==> src/rtl/sp1_ram_arb_pkg.sv <==
// rtl/sp1_ram_arb_pkg.sv - shared sp1 RAM geometry defaults and round-robin helpers
package sp1_ram_arb_pkg;

    localparam int RAM_AW = 10;
    localparam int RAM_DW = 32;
    localparam int NR_MAX = 8;

    // Next round-robin start index; wraps at nr-1, not at a power of two.
    function automatic int rr_next(input int idx, input int nr);
        return (idx == nr - 1) ? 0 : idx + 1;
    endfunction

    function automatic int ptr_width(input int nr);
        return (nr > 1) ? $clog2(nr) : 1;
    endfunction

endpackage

==> src/rtl/sp1_rr_pick.sv <==
// rtl/sp1_rr_pick.sv - rotate-priority picker: first set request at or after ptr wins
module sp1_rr_pick
    import sp1_ram_arb_pkg::*;
#(
    parameter int NR = 2,
    parameter int PW = ptr_width(NR)
) (
    input  logic [NR-1:0] i_req,
    input  logic [PW-1:0] i_ptr,
    output logic [NR-1:0] o_gnt,
    output logic          o_any
);

    logic w_found;

    // Each candidate start index is compared against ptr so all indexing stays constant.
    always_comb begin
        o_gnt   = '0;
        w_found = 1'b0;
        for (int p = 0; p < NR; p++) begin
            if (i_ptr == PW'(p)) begin
                for (int k = 0; k < NR; k++) begin
                    if (!w_found && i_req[(p + k) % NR]) begin
                        o_gnt[(p + k) % NR] = 1'b1;
                        w_found             = 1'b1;
                    end
                end
            end
        end
    end

    assign o_any = |o_gnt;

endmodule

==> src/rtl/sp1_ram_arb.sv <==
// rtl/sp1_ram_arb.sv - round-robin arbiter sharing one single-port sp1_ram among NR requesters
module sp1_ram_arb
    import sp1_ram_arb_pkg::*;
#(
    parameter int AW = RAM_AW,
    parameter int DW = RAM_DW,
    parameter int NR = 2
) (
    input  logic             clk,
    input  logic             rst,
    input  logic [NR-1:0]    req,
    input  logic [NR-1:0]    req_we,
    input  logic [NR*AW-1:0] req_adrs,
    input  logic [NR*DW-1:0] req_din,
    output logic [NR-1:0]    ack,
    output logic [NR-1:0]    rvalid,
    output logic [DW-1:0]    rdata,
    output logic             ram_cs,
    output logic             ram_we,
    output logic [AW-1:0]    ram_adrs,
    output logic [DW-1:0]    ram_din,
    input  logic [DW-1:0]    ram_dout
);

    localparam int PW = ptr_width(NR);

    logic [PW-1:0] r_ptr;
    logic          r_rd_pend;
    logic [PW-1:0] r_rd_id;

    logic [NR-1:0] w_pick_gnt;
    logic          w_pick_any;
    logic [NR-1:0] w_gnt;
    logic          w_any;
    logic [PW-1:0] w_win;
    logic          w_we;
    logic [AW-1:0] w_adrs;
    logic [DW-1:0] w_din;

    sp1_rr_pick #(
        .NR (NR),
        .PW (PW)
    ) u_pick (
        .i_req (req),
        .i_ptr (r_ptr),
        .o_gnt (w_pick_gnt),
        .o_any (w_pick_any)
    );

    // Grants are masked while reset is held so the RAM never sees a select during reset.
    assign w_gnt = rst ? w_pick_gnt : '0;
    assign w_any = rst & w_pick_any;

    // AND-OR mux on the one-hot grant yields zeros toward the RAM when idle.
    always_comb begin
        w_win  = '0;
        w_we   = 1'b0;
        w_adrs = '0;
        w_din  = '0;
        for (int i = 0; i < NR; i++) begin
            if (w_gnt[i]) begin
                w_win = PW'(i);
            end
            w_we   = w_we | (w_gnt[i] & req_we[i]);
            w_adrs = w_adrs | ({AW{w_gnt[i]}} & req_adrs[i*AW +: AW]);
            w_din  = w_din | ({DW{w_gnt[i]}} & req_din[i*DW +: DW]);
        end
    end

    always_ff @(posedge clk or negedge rst) begin
        if (!rst) begin
            r_ptr     <= '0;
            r_rd_pend <= 1'b0;
            r_rd_id   <= '0;
        end else begin
            r_rd_pend <= w_any & ~w_we;
            if (w_any) begin
                r_ptr   <= PW'(rr_next(int'(w_win), NR));
                r_rd_id <= w_win;
            end
        end
    end

    always_comb begin
        rvalid = '0;
        for (int i = 0; i < NR; i++) begin
            rvalid[i] = r_rd_pend && (r_rd_id == PW'(i));
        end
    end

    assign ack      = w_gnt;
    assign ram_cs   = w_any;
    assign ram_we   = w_we;
    assign ram_adrs = w_adrs;
    assign ram_din  = w_din;
    assign rdata    = ram_dout;

endmodule

==> config.mk <==
export PLATFORM = sky130hd
export DESIGN_NAME = sp1_ram_arb
export DESIGN_NICKNAME = d
export VERILOG_FILES = /design/src/rtl/sp1_ram_arb_pkg.sv /design/src/rtl/sp1_rr_pick.sv /design/src/rtl/sp1_ram_arb.sv
export SDC_FILE = /design/constraint.sdc
export NUM_CORES = 1
export LEC_CHECK = 0
export CAP_MARGIN = 40
export CORE_AREA = 2 2 78 80
export DETAILED_ROUTE_END_ITERATION = 8
export DIE_AREA = 0 0 80 82
export GPL_ROUTABILITY_DRIVEN = 0
export PLACE_DENSITY = 0.82
export SETUP_SLACK_MARGIN = 0.1
export SLEW_MARGIN = 20
export SYNTH_ARGS = -nofsm -noshare
export SYNTH_HDL_FRONTEND = slang
export SYNTH_HIERARCHICAL = 1
export SYNTH_SLANG_ARGS = --single-unit
export TNS_END_PERCENT = 10
==> constraint.sdc <==
create_clock -name clk -period 1.75 [get_ports clk]
set_input_delay 0.175 -clock clk [delete_from_list [all_inputs] [get_ports clk]]
set_output_delay 0.175 -clock clk [all_outputs]
set_load 0.02 [all_outputs]
; After elaboration in Yosys (flattened, before gate mapping)
; Index checks and enable logic that the tools add are counted.
[op_classes]
addsub = 1
muxes = 14
bitwise = 13
reduce_logical = 9
[op_table]
columns = cell, count
row1 = $and 32x32->32, 2
row2 = $or 32x32->32, 1
row3 = $and 10x10->10, 2
row4 = $mux 1, 11
row5 = $or 10x10->10, 1
row6 = $mux 2, 3
row7 = $logic_and 1x1->1, 5
row8 = $and 1x1->1, 4
row9 = $logic_not 1->1, 3
row10 = $not 1->1, 2
row11 = $reduce_or 2->1, 1
row12 = $add 1x1->1 const B, 1
row13 = $or 1x1->1, 1
[word_totals]
regBits = 3
out_inout_bits = 80

; Longest topological paths before layout
; Gate-level depths: netlist of the first run.
[depth]
word_depth = 19
ltp_mapped = 6
ltp_nobuf = 4

; Hierarchy
; Netlist of the first run, hierarchy kept.
[by_module_without_submodules]
columns = mod, n_inst, area_per_inst_um2, cells_each
row1 = sp1_ram_arb, 1, 1121.1, 147
row2 = sp1_rr_pick, 1, 25.0, 4

; Worst setup path before layout of the first run
; No wires, ideal clock.
[synth_path]
kind = register to output
startpoint = register r_ptr
endpoint = output port ram_adrs[6]
t_required_ns = 1.575
path_stages_with_launch = 7
setup_slack_ns = 0.322
arrival_time_ns = 1.253
path_cell_list = dfrtp_1 > inv_1 > a21boi_0 > buf_6 > buf_4 > a22oi_1 > nor2b_1
[synth_between]
elab_cells_between_ends = 15
cone_classes = 8 x mux / 3 x bitwise / 4 x reduce/logical
[synth_lines]
columns = element, line_no
row1 = "start, declared", sp1_ram_arb.sv:27  ; logic [PW-1:0] r_ptr;
row2 = "start signal, assigned", sp1_ram_arb.sv:78  ; r_ptr <= PW'(rr_next(int'(w_win), NR));
row3 = $mux 1, sp1_rr_pick.sv:21  ; if (i_ptr == PW'(p)) begin
row4 = $logic_not 1->1, sp1_rr_pick.sv:23  ; if (!w_found && i_req[(p + k) % NR]) begin
row5 = $logic_and 1x1->1, sp1_rr_pick.sv:23
row6 = $mux 1, sp1_rr_pick.sv:23
row7 = $mux 2 (*), sp1_rr_pick.sv:21
row8 = via w_pick_gnt[1], sp1_ram_arb.sv:31  ; logic [NR-1:0] w_pick_gnt;
row9 = $mux 2 (*), sp1_ram_arb.sv:51  ; assign w_gnt = rst ? w_pick_gnt : '0;
row10 = $and 10x10->10 (*), sp1_ram_arb.sv:65  ; w_adrs = w_adrs | ({AW{w_gnt[i]}} & req_adrs[i*AW +: AW]);
row11 = $or 10x10->10 (*), sp1_ram_arb.sv:65
row12 = "end, declared", sp1_ram_arb.sv:20  ; output logic [AW-1:0] ram_adrs,
; Mark *: on every way through the listed nets, which the timed path passes. The rest lies on a longest branch. The select of a mux whose other input is x is not followed.

; Worst setup path in the final report of the first run
[layout_path]
startpoint = register r_ptr
endpoint = output port ram_adrs[6]
[layout_between]
elab_chain_cells = 12
elab_cells_between_ends = 15
cone_classes = 8 x mux / 3 x bitwise / 4 x reduce/logical
[layout_lines]
columns = element, line_no
row1 = $mux 1, sp1_rr_pick.sv:21
row2 = $logic_not 1->1, sp1_rr_pick.sv:23
row3 = $logic_and 1x1->1, sp1_rr_pick.sv:23
row4 = $mux 1, sp1_rr_pick.sv:23
row5 = $mux 1, sp1_rr_pick.sv:21
row6 = $logic_not 1->1, sp1_rr_pick.sv:23
row7 = $logic_and 1x1->1, sp1_rr_pick.sv:23
row8 = $mux 1, sp1_rr_pick.sv:23
row9 = $mux 2 (*), sp1_rr_pick.sv:21
row10 = via w_pick_gnt[0], sp1_ram_arb.sv:31
row11 = $mux 2 (*), sp1_ram_arb.sv:51
row12 = $and 10x10->10 (*), sp1_ram_arb.sv:65
row13 = $or 10x10->10 (*), sp1_ram_arb.sv:65
; Marks and branches as above.

==> results of run 1 <==
## report_power, final
group	leakage, uW	internal (uW)	switching [uW]
combinational	0.00100	496	344
clock	0.0000228	155	47.1
sequential	0.0000362	79.6	10.6
## how the worst max path moves through the flow
stage | startpoint | to | depth (start not counted)
final | r_ptr | ram_adrs[6] | 6
after floorplan | r_ptr | ram_adrs[6] | 6
after global routing | r_ptr | ram_din[26] | 6
after global placement | req[1] | ram_adrs[6] | 6
after CTS | r_ptr | ram_din[7] | 7
after detailed placement | req[0] | ram_din[7] | 6
## registers in the layout, indices dropped and copies added (netlist names)
signal     count
r_ptr          1
r_rd_pend      1
r_rd_id        1
## logic make-up (layout without fill, tap and decap cells)
group,count (synthesis),in the layout
buf+inv,51,160
flops,3,3
compound gates,45,45
mux,2,2
simple gates,50,50
## critical path, cell delays in order, from the launching register on
cell and delay [ns]:
sky130_fd_sc_hd__dfrtp_1 0.42, sky130_fd_sc_hd__a21boi_4 0.22, sky130_fd_sc_hd__buf_12 0.15, sky130_fd_sc_hd__clkbuf_16 0.16
sky130_fd_sc_hd__a22oi_2 0.08, sky130_fd_sc_hd__nor2b_1 0.12, sky130_fd_sc_hd__buf_4 0.15
## per-stage QoR
stage	total power [uW]	TNS, ns	instances	setup slack (ns)	hold WS [ns]
finish	1130	0	335	0.0395	0.350
floorplan	532	0	151	0.322	-0.121
CTS	1090	-0.0261	330	-0.0149	0.350
detailed placement	832	-19.77	322	-0.479	0.350
global placement	818	-18.16	322	-0.436	0.350
global route	1200	-0.0693	335	-0.00738	0.350
## area by class of cell
cell class | instances | area [um^2] | share of cell area
Tap cell | 75 | 93.8 | 0.0366
Sequential cell | 3 | 75.1 | 0.0293
Timing Repair Buffer | 153 | 1560 | 0.610
Multi-Input combinational cell | 97 | 773 | 0.302
Clock buffer | 4 | 45.0 | 0.0176
Inverter | 3 | 11.3 | 0.00439
## cells in the final DEF, fill, tap and decap left out, drive strengths merged
master / netlist / layout
mux2: 1 / 1
clkbuf: 0 / 8
or2: 1 / 1
dfrtp: 3 / 3
nand2: 1 / 1
and2: 3 / 3
buf: 48 / 57
inv: 3 / 3
nor2b: 45 / 45
a22oi: 43 / 43
mux2i: 1 / 1
dlygate4sd2: 0 / 3
a21boi: 2 / 2
clkdlybuf4s50: 0 / 89
## layer usage
metal	vias to the layer above	global-route usage	share of wire
met4	0	0.0288	0.021
met3	16	0.0363	0.095
met2	107	0.252	0.52
met5	-	0	0
li1	715	-	-
met1	702	0.137	0.36
## repair_timing
action / CTS / global route
gates cloned: 2 / 3
endpoints found under the hold margin: 0 / 0
gates resized for setup: 238 / 8
hold buffers: 0 / 0
endpoints found under the setup margin: 46 / 45
setup buffers: 2 / 2
pin swaps: 12 / 2
==> run metrics, run 1 <==
number of enable-type register cells in the synthesized netlist=0; Worst setup EP type=output port; number of antenna violations at the first check in global routing=0; largest fanout of any net on the critical path=10; TritonCTS clock tree=yes; global-route usage over all layers=0.129; wire length per cell after detailed routing=14.8 um; class of the tightest hold or removal check=input pin to output port; transition time at the pin with the least slew margin=0.253 ns; shortest clock period the worst path allows after layout=1.71 ns; required time of the critical path=1.57 ns; number of antenna diodes=0; Clk pin slew, worst setup/hold paths=0.03 ns; Adder-Cell Fraction of Synth Area=0; Initial Utilization=0.199; total number of vias=1540; fraction of synthesis flops using an asynchronous set or reset pin=1.00; DRC=0; number of nets in the layout=383; CTS max path bufs=2; number of buffers added by the clock tree synthesis step=3; WS Path Type=flop to output port; final cell area excluding filler cells=0.00256 mm^2; via count of the first global-routing pass=1457; worst reg2reg startpoint=r_ptr; unrepaired setup endpoints after global routing=yes; clk_lat worst skew=0.22 ns; endpoint of the worst register-to-register path=r_rd_id; Overflow after GRT=0; end point of the most critical hold path=rdata[2]; pin count of the biggest net entering global routing=48; largest cells by area after synthesis=sky130_fd_sc_hd__a22oi_1 (28%), sky130_fd_sc_hd__nor2b_1 (25%), sky130_fd_sc_hd__buf_4 (23%), sky130_fd_sc_hd__buf_6 (8.8%), sky130_fd_sc_hd__dfrtp_1 (6.6%); Min-Delay Startpoint=ram_dout[2]; wire length of the first global-routing pass=6870 um; relative area change from synthesis to final layout=124%; achievable clock frequency=0.585 GHz; drt first-iter violations=33; overall die area=0.00656 mm^2; post-synth net total=273; Max-Cap Viols=0; post-synthesis simple-gate area fraction=0.273; Min-Delay Path Depth=0; detail-routed via count per cell=4.60; worst clock skew on the final layout=0.00206 ns; multiplexer area fraction after synthesis=0.0218; Warnings, synthesis=6; synth unique cells=13; number of filler instances in the final layout=589; commonest cells in the netlist=sky130_fd_sc_hd__nor2b_1 (45), sky130_fd_sc_hd__a22oi_1 (43), sky130_fd_sc_hd__buf_4 (35); placed cell area=0.00236 mm^2; Util after Layout=0.446; total clock sinks=3; Rel. slew slack=0.831; half-perimeter wire length after placement=3490 um; leakage power of the design=0.00106 uW; post-synthesis sequential area ratio=0.0655; number of top-level design ports=202; Startpoint Class=flop; final wirelength=4970 um; number of hold violations in the final report=0; number of port buffers=137; Data arrival, critical path=1.54 ns; register-to-register setup slack=0.49 ns; die width=80 um; areal power density over the cells=442 mW/mm^2; leading cell type by number of instances after synthesis=sky130_fd_sc_hd__nor2b_1; total of endpoints with negative setup slack in the final report=0; reg2reg path depth=5; area fraction of the dominant cell type after synthesis=0.282; dominant combinational cell family by area after synthesis=buffers and inverters; Row Count=28; leading area contributor after synthesis=sky130_fd_sc_hd__a22oi_1; clk root buf=sky130_fd_sc_hd__clkbuf_8; fraction of the mapped netlist area in compound gates=0.295; most common flop cell mapped by yosys=sky130_fd_sc_hd__dfrtp_1; H-tree lvl count=1; area of the placeable core=0.00575 mm^2; run status=finished, final reports clean; floorplan die height=82 um; Synth Area in XOR/XNOR=0; synthesis-stage register bit count=3; Final period util=0.977; antenna viol nets, final=0; cell count after synthesis=151; count of final max-slew check failures=0; drt pass-1 iters=4; combined area of all synthesized cells=0.00115 mm^2; worst supply voltage drop on vdd=0.578 mV; average footprint of a synthesized cell=7.59 um^2; ratio of cells with drive above 1 in the final layout=0.323
(Power assumes the default switching activity.)
==> inputs of run 2 (changes only) <==
--- a/config.mk
+++ b/config.mk
@@ -6,11 +6,13 @@
 export NUM_CORES = 1
 export LEC_CHECK = 0
 export CAP_MARGIN = 40
-export CORE_AREA = 2 2 78 80
+export CORE_ASPECT_RATIO = 0.7
+export CORE_MARGIN = 2
+export CORE_UTILIZATION = 23
+export CTS_CLUSTER_SIZE = 12
 export DETAILED_ROUTE_END_ITERATION = 8
-export DIE_AREA = 0 0 80 82
 export GPL_ROUTABILITY_DRIVEN = 0
-export PLACE_DENSITY = 0.82
+export PLACE_DENSITY = 0.91
 export SETUP_SLACK_MARGIN = 0.1
 export SLEW_MARGIN = 20
 export SYNTH_ARGS = -nofsm -noshare
==> run 2 against run 1 <==
Net effect:
- fmax decreased by 1.1%
- die area decreased by 15%
- worst setup slack got worse by 0.018 ns
- final cell count decreased by 2.4%
- total power decreased by 5.2%
- critical endpoint is now ram_adrs[5]
==> run metrics, run 2 (synthesis gave the netlist of run 1 again) <==
run status=finished, final reports clean; leakage power of the design=0.00102 uW (-3.8%); count of final max-slew check failures=0 (unchanged); area of the placeable core=0.00478 mm^2 (-17%); total of endpoints with negative setup slack in the final report=0 (unchanged); Clk pin slew, worst setup/hold paths=0.03 ns (about the same); unrepaired setup endpoints after global routing=yes; DRC=0 (unchanged); die width=88.4 um (+10%); Worst setup EP type=output port; Row Count=21 (-25%); antenna viol nets, final=0 (unchanged); achievable clock frequency=0.578 GHz (-1.1%); buffering stage count on the worst path with inverters included=3 (unchanged); drt first-iter violations=39 (+18%); CTS max path bufs=2 (unchanged); Overflow after GRT=0 (unchanged); required time of the critical path=1.57 ns (about the same); half-perimeter wire length after placement=3530 um (+1.1%); Rel. slew slack=0.852 (+0.0214); detail-routed via count per cell=4.52 (-1.6%); total number of vias=1479 (-4.0%); final wirelength=4810 um (-3.2%); sequence of cells on the critical path=buf_6 -> a21boi_4 -> buf_12 -> a22oi_1 -> nor2b_1 -> buf_4; largest registers ranked by flip-flop count=r_ptr: 1 flops, r_rd_id: 1 flops, r_rd_pend: 1 flops; number of hold violations in the final report=0 (unchanged); number of antenna violations at the first check in global routing=0 (unchanged); internal power consumption=693 uW (-5.1%); relative area change from synthesis to final layout=113%; via count of the first global-routing pass=1487 (+2.1%); wire length per cell after detailed routing=14.7 um (-0.79%); proportion of power drawn by the clock network=0.186 (+0.007); drt pass-1 iters=4 (unchanged); placed cell area=0.00236 mm^2 (-0.11%); worst clock skew on the final layout=0.000770 ns (-0.00129 ns); Comb pwr share=0.732 (-0.009); power dissipated by switching net loads=380 uW (-5.4%); number of port buffers=137 (unchanged); global-route usage over all layers=0.160 (+0.0304); switching part of the total=0.354 (-0.000603); number of buffers added by the clock tree synthesis step=3 (unchanged); most frequent standard cell in the layout excluding fill and tap cells=sky130_fd_sc_hd__clkdlybuf4s50_1; transition time at the pin with the least slew margin=0.221 ns (-0.0320 ns); Startpoint Class=flop; overall die area=0.00557 mm^2 (-15%); ratio of cells with drive above 1 in the final layout=0.295 (-0.0285); Critical Path Max Stage Delay=0.41 ns (about the same); Data arrival, critical path=1.55 ns (about the same); pin count of the biggest net entering global routing=50 (+4.2%); overall power consumption=1070 uW (-5.2%); clk root buf=sky130_fd_sc_hd__clkbuf_8; most frequent cells in the layout=sky130_fd_sc_hd__clkdlybuf4s50_1 (89), sky130_fd_sc_hd__buf_4 (47), sky130_fd_sc_hd__nor2b_1 (45), sky130_fd_sc_hd__a22oi_1 (34), sky130_fd_sc_hd__a22oi_2 (9); clk_lat worst skew=0.21 ns (about the same); worst supply voltage drop on vdd=0.273 mV (-53%); CP max stage cell=sky130_fd_sc_hd__dfrtp_1; floorplan die height=63.1 um (-23%); areal power density over the cells=441 mW/mm^2 (-0.29%); final cell area excluding filler cells=0.00244 mm^2 (-4.9%); total clock sinks=3 (unchanged); Sequential Power Share=0.082 (+0.002); Worst Hold Slack=0.325 ns (-0.0248 ns); wire length of the first global-routing pass=6960 um (+1.4%); family with the most delay on the worst path=buffers and inverters; number of nets in the layout=381 (-0.52%); shortest clock period the worst path allows after layout=1.73 ns (+0.0185 ns); Initial Utilization=0.240 (+0.0402); number of antenna diodes=0 (unchanged); Final period util=0.988 (+0.0106); H-tree lvl count=1 (unchanged); Max-Cap Viols=0 (unchanged); WS Path Type=flop to output port; largest fanout of any net on the critical path=23 (+13); class of the tightest hold or removal check=input pin to asynchronous set/reset pin; setup TNS=0 ns (unchanged); TritonCTS clock tree=yes; number of top-level design ports=202 (unchanged)
-- run 2: changes by cell type in the layout (fill, tap and decap cells not counted), sizes merged --
| cell | previous run | this run |
|---|---|---|
| buf | 57 | 59 |
| clkbuf | 8 | 4 |
-- run 2: layout make-up --
cell class,count,area [um^2]
clock buffers,4,45.0
fillers,480,2350
inverters,3,11.3
multi-input cells,97,743
flip-flops and latches,3,75.1
well taps,69,86.3
repair buffers,151,1480
-- run 2: final timing paths --
kind,startpoint,endpoint,slack [ns],depth (start not counted)
min in group clk,ram_dout[1],rdata[1],0.35,0
max in group asynchronous,rst,r_ptr,1.23,2
worst min register to register,r_rd_id,r_rd_id,0.54,1
worst max-delay path,r_ptr,ram_adrs[5],0.02,6
worst min-delay path,rst,r_rd_pend,0.33,2
worst max register to register,r_ptr,r_rd_pend,0.36,6
-- run 2: power groups by stage --
stage	Combinational, uW	Sequential [uW]	Clock, uW
3_5_place_dp	746	89.3	0
2_1_floorplan	447	84.8	0
4_1_cts	795	88.0	205
6_report	786	88.2	200
3_3_place_gp	733	88.6	0
5_1_grt	841	89.1	210
-- run 2: per-layer routing --
layer	up-vias	track usage	wire length [um]
met5	-	0	0
met4	0	0.0360	19
met3	2	0.0524	517
met2	90	0.288	2380
met1	679	0.180	1900
li1	708	-	-
-- run 2: timing repair --
item                                    in CTS  in global routing
hold endpoints to repair                     0                  0
endpoints found under the setup margin      46                 45
gates cloned                                 2                  0
hold buffers                                 0                  0
gates resized for setup                    235                  3
setup buffers                                4                  0
pin swaps                                    7                  7
-- run 2: per-stage QoR --
step | instances | setup slack (ns) | util
2_1_floorplan | 151 | 0.322 | -
3_3_place_gp | 317 | -0.436 | 0.494
3_5_place_dp | 317 | -0.480 | 0.494
4_1_cts | 327 | 0.0284 | 0.512
5_1_grt | 327 | -0.0520 | 0.509
6_report | 327 | 0.0210 | 0.509
